==> src/rtl/secure_link_pkg.sv <==
// Shared definitions for the sensor-to-host secure serial link.
// Packet: SYNC, PAYLOAD, CHK where CHK = SYNC ^ PAYLOAD.
package secure_link_pkg;

   localparam logic [7:0] SYNC_BYTE    = 8'hA5;
   localparam int         PKT_LEN      = 3;
   localparam int         TIMEOUT_BITS = 20;

   typedef enum logic [1:0] {
      W_SYNC,
      W_PAY,
      W_CHK
   } pkt_state_t;

   function automatic logic [7:0] chk_calc(
      input logic [7:0] sync,
      input logic [7:0] payload
   );
      return sync ^ payload;
   endfunction

endpackage

==> src/rtl/uart_rx_core.sv <==
// 8N1 UART receiver: 2-flop synchroniser, mid-bit sampling bit FSM.
// Emits byte_done or frame_err one cycle after the stop-bit sample.
module uart_rx_core #(
   parameter int CLKS_PER_BIT = 5208
) (
   input  logic       clk,
   input  logic       rst,
   input  logic       rx,
   output logic [7:0] data,
   output logic       byte_done,
   output logic       frame_err,
   output logic       busy
);

   localparam int CW = $clog2(CLKS_PER_BIT);
   localparam logic [CW-1:0] HALF = CW'(CLKS_PER_BIT / 2 - 1);
   localparam logic [CW-1:0] FULL = CW'(CLKS_PER_BIT - 1);

   typedef enum logic [2:0] {
      IDLE,
      START,
      DATA,
      STOP,
      BRK
   } bit_state_t;

   bit_state_t    state, state_n;
   logic          meta, rx_s;
   logic [CW-1:0] cnt, cnt_n;
   logic [2:0]    bit_idx, bit_idx_n;
   logic [7:0]    shift, shift_n;
   logic          done_n, ferr_n;

   always_ff @(posedge clk or posedge rst) begin
      if (rst) begin
         meta <= 1'b1;
         rx_s <= 1'b1;
      end else begin
         meta <= rx;
         rx_s <= meta;
      end
   end

   always_comb begin
      state_n   = state;
      cnt_n     = cnt + CW'(1);
      bit_idx_n = bit_idx;
      shift_n   = shift;
      done_n    = 1'b0;
      ferr_n    = 1'b0;
      unique case (state)
         IDLE: begin
            cnt_n = '0;
            if (!rx_s) state_n = START;
         end
         START: begin
            if (cnt == HALF) begin
               cnt_n     = '0;
               bit_idx_n = '0;
               state_n   = rx_s ? IDLE : DATA;
            end
         end
         DATA: begin
            if (cnt == FULL) begin
               cnt_n     = '0;
               shift_n   = {rx_s, shift[7:1]};
               bit_idx_n = bit_idx + 3'd1;
               if (bit_idx == 3'd7) state_n = STOP;
            end
         end
         STOP: begin
            if (cnt == FULL) begin
               cnt_n = '0;
               if (rx_s) begin
                  done_n  = 1'b1;
                  state_n = IDLE;
               end else begin
                  ferr_n  = 1'b1;
                  state_n = BRK;
               end
            end
         end
         BRK: begin
            // line held low after a bad stop bit: wait for it to recover
            cnt_n = '0;
            if (rx_s) state_n = IDLE;
         end
         default: state_n = IDLE;
      endcase
   end

   always_ff @(posedge clk or posedge rst) begin
      if (rst) begin
         state     <= IDLE;
         cnt       <= '0;
         bit_idx   <= '0;
         shift     <= '0;
         byte_done <= 1'b0;
         frame_err <= 1'b0;
      end else begin
         state     <= state_n;
         cnt       <= cnt_n;
         bit_idx   <= bit_idx_n;
         shift     <= shift_n;
         byte_done <= done_n;
         frame_err <= ferr_n;
      end
   end

   assign data = shift;
   assign busy = (state != IDLE);

endmodule

==> src/rtl/secure_packet_rx.sv <==
// Host receive stage: frames UART bytes into SYNC/PAYLOAD/CHK packets,
// validates them and strobes the payload out with error pulses.
module secure_packet_rx #(
   parameter int         CLKS_PER_BIT = 5208,
   parameter logic [7:0] SYNC_BYTE    = secure_link_pkg::SYNC_BYTE,
   parameter int         TIMEOUT_BITS = secure_link_pkg::TIMEOUT_BITS
) (
   input  logic       clk,
   input  logic       rst,
   input  logic       rx,
   output logic [7:0] pkt_data,
   output logic       pkt_valid,
   output logic       pkt_err,
   output logic       frame_err
);

   import secure_link_pkg::*;

   localparam int LIMIT = TIMEOUT_BITS * CLKS_PER_BIT;
   localparam int GW    = $clog2(LIMIT + 1);
   localparam logic [GW-1:0] GAP_MAX = GW'(LIMIT);

   pkt_state_t    state, state_n;
   logic [7:0]    rx_byte;
   logic          rx_done, rx_ferr, rx_busy;
   logic [7:0]    pay_r, pay_n, data_n;
   logic [GW-1:0] gap, gap_n;
   logic          valid_n, perr_n, ferr_n;

   uart_rx_core #(
      .CLKS_PER_BIT(CLKS_PER_BIT)
   ) u_rx (
      .clk      (clk),
      .rst      (rst),
      .rx       (rx),
      .data     (rx_byte),
      .byte_done(rx_done),
      .frame_err(rx_ferr),
      .busy     (rx_busy)
   );

   always_comb begin
      state_n = state;
      pay_n   = pay_r;
      data_n  = pkt_data;
      valid_n = 1'b0;
      perr_n  = 1'b0;
      ferr_n  = 1'b0;
      gap_n   = (gap == GAP_MAX) ? gap : gap + GW'(1);
      if (state == W_SYNC || rx_done) gap_n = '0;
      // frame error outranks a coincident timeout so pulses stay exclusive
      if (rx_ferr) begin
         ferr_n  = 1'b1;
         state_n = W_SYNC;
      end else if (rx_done) begin
         unique case (state)
            W_SYNC: if (rx_byte == SYNC_BYTE) state_n = W_PAY;
            W_PAY: begin
               pay_n   = rx_byte;
               state_n = W_CHK;
            end
            W_CHK: begin
               state_n = W_SYNC;
               if (rx_byte == chk_calc(SYNC_BYTE, pay_r)) begin
                  valid_n = 1'b1;
                  data_n  = pay_r;
               end else begin
                  perr_n = 1'b1;
               end
            end
            default: state_n = W_SYNC;
         endcase
      end else if (state != W_SYNC && !rx_busy && gap == GAP_MAX) begin
         perr_n  = 1'b1;
         state_n = W_SYNC;
      end
   end

   always_ff @(posedge clk or posedge rst) begin
      if (rst) begin
         state     <= W_SYNC;
         pay_r     <= '0;
         gap       <= '0;
         pkt_data  <= '0;
         pkt_valid <= 1'b0;
         pkt_err   <= 1'b0;
         frame_err <= 1'b0;
      end else begin
         state     <= state_n;
         pay_r     <= pay_n;
         gap       <= gap_n;
         pkt_data  <= data_n;
         pkt_valid <= valid_n;
         pkt_err   <= perr_n;
         frame_err <= ferr_n;
      end
   end

endmodule

==> config.mk <==
export PLATFORM = sky130hd
export DESIGN_NAME = secure_packet_rx
export DESIGN_NICKNAME = d
export VERILOG_FILES = /design/src/rtl/secure_link_pkg.sv /design/src/rtl/uart_rx_core.sv /design/src/rtl/secure_packet_rx.sv
export SDC_FILE = /design/constraint.sdc
export NUM_CORES = 1
export LEC_CHECK = 0
export BUFFER_PORTS_ARGS = -buffer_cell sky130_fd_sc_hd__buf_2
export CAP_MARGIN = 0
export CELL_PAD_IN_SITES_DETAIL_PLACEMENT = 1
export CELL_PAD_IN_SITES_GLOBAL_PLACEMENT = 2
export CORE_MARGIN = 3
export CORE_UTILIZATION = 44
export DETAILED_ROUTE_END_ITERATION = 10
export GPL_TIMING_DRIVEN = 0
export PLACE_DENSITY_LB_ADDON = 0.1
export SLEW_MARGIN = 25
export SYNTH_ARGS = -nofsm -noshare
export SYNTH_HDL_FRONTEND = slang
export SYNTH_SLANG_ARGS = --single-unit
==> constraint.sdc <==
create_clock -name clk -period 4.8 [get_ports clk]
set_input_delay 0.48 -clock clk [delete_from_list [all_inputs] [get_ports clk]]
set_output_delay 0.48 -clock clk [all_outputs]
set_load 0.05 [all_outputs]
==> run_summary.xml <==
<?xml version="1.0" encoding="UTF-8"?>
<metrics>
  <group name="setup_path">
    <metric name="timing.critical_path.cells" unit="">ha_1 &gt; nor3b_1 &gt; nand4_1 &gt; nor3_1 &gt; buf_2 &gt; mux2_2</metric>
    <metric name="setup.worst_path.end_class" unit="">flop</metric>
    <metric name="cp.required" unit="ns">5.03</metric>
    <metric name="critPathMaxStageDelay" unit="ns">0.42</metric>
    <metric name="critical-path-top-delay-family" unit="">simple AND/OR/NAND/NOR gates</metric>
    <metric name="path_class" unit="">flop to flop</metric>
    <metric name="crit_arrival" unit="ns">2.46</metric>
    <metric name="slowest_stage" unit="">dfrtp_1</metric>
    <metric name="path_buf_inv" unit="">1</metric>
    <metric name="start_kind" unit="">flop</metric>
    <metric name="cp_max_fo" unit="">10</metric>
  </group>
  <group name="placed_design">
    <metric name="place_congestion" unit="">0.741</metric>
    <metric name="dp.final_hpwl" unit="um">4720</metric>
    <metric name="place.port_buffers" unit="">13</metric>
    <metric name="dp_worst_setup_slack" unit="ns">2.59</metric>
    <metric name="dpl-instance-area" unit="um^2">3510</metric>
  </group>
  <group name="global_route">
    <metric name="grt_max_degree" unit="">48</metric>
    <metric name="grt_first_pass_wirelength" unit="um">12200</metric>
    <metric name="grt_overflow_total" unit="">0</metric>
    <metric name="grt.total_usage" unit="">0.181</metric>
    <metric name="number_of_global_route_vias_before_repair" unit="">2453</metric>
    <metric name="antenna_found_initial" unit="">0</metric>
  </group>
  <group name="finish">
    <metric name="area_growth_from_synthesis_to_layout" unit="%">13.6</metric>
    <metric name="filler_cell_count" unit="">790</metric>
    <metric name="diodes_inserted" unit="">0</metric>
    <metric name="multi_input_area" unit="um^2">1480</metric>
    <metric name="final-seq-area" unit="um^2">1730</metric>
    <metric name="layout.nets" unit="">332</metric>
    <metric name="post_route_cells_drive_above_1_share" unit="">0.216</metric>
    <metric name="design_area" unit="um^2">3740</metric>
  </group>
  <group name="run">
    <metric name="maxCapViolCount" unit="">0</metric>
  </group>
  <group name="timing">
    <metric name="final.min_clock_period" unit="ns">2.24</metric>
    <metric name="timing.slew.headroom" unit="">0.551</metric>
    <metric name="rsz0062_at_grt" unit="">no</metric>
    <metric name="share_of_the_cycle_needed_by_the_critical_path_after_routing" unit="">0.466</metric>
    <metric name="hold_slack" unit="ns">0.0993</metric>
    <metric name="drv_slew" unit="">0</metric>
    <metric name="tightestPinTransition" unit="ns">0.669</metric>
    <metric name="fin_ws" unit="ns">2.56</metric>
    <metric name="finalHoldViolCount" unit="">0</metric>
    <metric name="finalClockSkew" unit="ns">0.0146</metric>
    <metric name="setup_viol_count_final" unit="">0</metric>
    <metric name="fmaxAchievable" unit="MHz">447</metric>
    <metric name="setup-tns-final" unit="ns">0</metric>
  </group>
  <group name="logic_synthesis">
    <metric name="synth.largest_area_cell" unit="">dfrtp_1</metric>
    <metric name="postSynth.topFlopCell" unit="">dfrtp_1</metric>
    <metric name="post_synth.cell_area_avg" unit="um^2">11.1</metric>
    <metric name="ys_seq_area_frac" unit="">0.525</metric>
    <metric name="synthMostInstantiatedCell" unit="">dfrtp_1</metric>
    <metric name="post_synth_most_frequent_cells" unit="">67 x dfrtp_1, 26 x mux2_2, 21 x a21oi_1</metric>
    <metric name="synth.top_cells.by_area" unit="">dfrtp_1 51%, mux2_2 8.9%, xor2_1 4.0%, a21oi_1 3.2%, xnor2_1 3.2%</metric>
    <metric name="synthesis.area" unit="um^2">3290</metric>
    <metric name="synth_edf_count" unit="">0</metric>
    <metric name="syn-num-nets" unit="">307</metric>
    <metric name="synth_async_sr_flop_share" unit="">1.00</metric>
    <metric name="ys_ff_latch" unit="">69</metric>
    <metric name="yosysWarningCount" unit="">0</metric>
    <metric name="post_synth_num_cell_types" unit="">47</metric>
    <metric name="yosysTopAreaCellShare" unit="">0.509</metric>
    <metric name="synth_cells" unit="">298</metric>
  </group>
  <group name="outcome">
    <metric name="run_status" unit="">completed</metric>
  </group>
  <group name="clocking">
    <metric name="root_buffer" unit="">clkbuf_8</metric>
    <metric name="max-clock-path-buffers" unit="">2</metric>
    <metric name="cts_resized" unit="">0</metric>
    <metric name="clock_sink_count" unit="">69</metric>
    <metric name="cts_buffers" unit="">9</metric>
    <metric name="postCtsSetupRepairBufs" unit="">0</metric>
    <metric name="cts_hold_buf" unit="">0</metric>
    <metric name="clkLatencyLatePin" unit="ns">0.34</metric>
    <metric name="cts_tree" unit="">built</metric>
    <metric name="h-tree-depth" unit="">3</metric>
    <metric name="clk_pin_slew_worst_paths" unit="ns">0.08</metric>
  </group>
  <group name="hold_path">
    <metric name="hold_path_class" unit="">input port to asynchronous set/reset pin</metric>
  </group>
  <group name="routing">
    <metric name="drc" unit="">0</metric>
    <metric name="drt-initial-drc-count" unit="">97</metric>
    <metric name="detailroute.via_count" unit="">2314</metric>
    <metric name="wl_per_cell" unit="um">16.3</metric>
    <metric name="postRouteWirelength" unit="um">6930</metric>
    <metric name="via_per_inst" unit="">5.46</metric>
    <metric name="postRouteAntennaNets" unit="">0</metric>
    <metric name="drtPass1Iterations" unit="">4</metric>
  </group>
  <group name="die">
    <metric name="fp.dieArea" unit="um^2">8560</metric>
    <metric name="die_h" unit="um">92.5</metric>
    <metric name="design.core.area" unit="um^2">7020</metric>
    <metric name="i_o_pins" unit="">14</metric>
    <metric name="die-width" unit="um">92.5</metric>
    <metric name="row_count" unit="">30</metric>
    <metric name="initial_core_util" unit="">0.469</metric>
  </group>
  <group name="pwr">
    <metric name="p_leak" unit="nW">1.68</metric>
    <metric name="power-per-cell-area" unit="nW/um^2">308</metric>
    <metric name="ir_drop" unit="mV">0.142</metric>
  </group>
</metrics>
## registers in the layout, indices dropped and copies added, names as in the netlist
signal	cells
gap	17
u_rx.cnt	13
pay_r	8
pkt_data	8
u_rx.data	8
u_rx.bit_idx	3
u_rx.state	3
state	2
frame_err	1
pkt_err	1
pkt_valid	1
u_rx.byte_done	1
u_rx.frame_err	1
u_rx.meta	1
u_rx.rx_s	1
## layer usage
| layer | routed length [um] | global-route usage | part of all wire | vias up |
|---|---|---|---|---|
| met2 | 3270 | 0.280 | 0.47 | 21 |
| li1 | - | - | - | 1116 |
| met1 | 3430 | 0.251 | 0.49 | 1169 |
| met4 | 98 | 0.0705 | 0.014 | 0 |
| met3 | 137 | 0.0341 | 0.020 | 8 |
| met5 | 0 | 0 | 0 | - |
## logic make-up after synthesis
kind of cell | share of synthesized area
AND/OR/NAND/NOR | 0.183
flip-flops | 0.525
AO/OA/AOI/OAI | 0.0782
multiplexers | 0.0949
XOR/XNOR | 0.0718
buffers and inverters | 0.0247
adder cells (fa/ha/maj) | 0.0228
## final timing paths
kind / end / startpoint / slack, ns / depth (start not counted)
max in group asynchronous: pkt_data[0] / rst / 4.17 / 3
min in group clk: u_rx.meta / rx / 0.23 / 1
hold / removal: gap[15] / rst / 0.1 / 2
hold reg to reg: u_rx.rx_s / u_rx.meta / 0.36 / 0
setup reg to reg: u_rx.data[0] / u_rx.cnt[0] / 2.56 / 6
setup / recovery: u_rx.data[0] / u_rx.cnt[0] / 2.56 / 6
## metrics by stage
step | util | power, mW | std cells
floorplan | - | 0.603 | 298
global placement | 0.496 | 0.608 | 407
detailed placement | 0.500 | 0.611 | 408
CTS | 0.533 | 1.17 | 424
global route | 0.533 | 1.20 | 424
finish | 0.533 | 1.15 | 424
## cell type report
class,count,share of cell area
Sequential cell,69,0.462
Multi-Input combinational cell,208,0.397
Clock buffer,10,0.0368
Tap cell,96,0.0321
Clock inverter,6,0.0251
Timing Repair Buffer,14,0.0247
Inverter,12,0.0127
Buffer,9,0.00970
## power by group
group	internal [mW]	switching, mW	leakage, nW
registers	0.582	0.000826	0.943
clock network	0.311	0.242	0.113
logic	0.00317	0.0121	0.629
## cell usage in the layout, fill, tap and decap left out, drive strengths merged, types with 3 or more instances in the layout
cell    count
or3         6
mux2       26
ha          6
a21oi      21
nor2       20
nor2b       3
and4        4
clkbuf     17
o21ai       9
nand4      11
xor2       15
nor4b       5
nor3        7
nand3      11
nor4        3
buf        16
dfrtp      67
xnor2      12
nand2      14
and2        4
inv        14
Note: power is estimated with default switching activity, not from simulation.
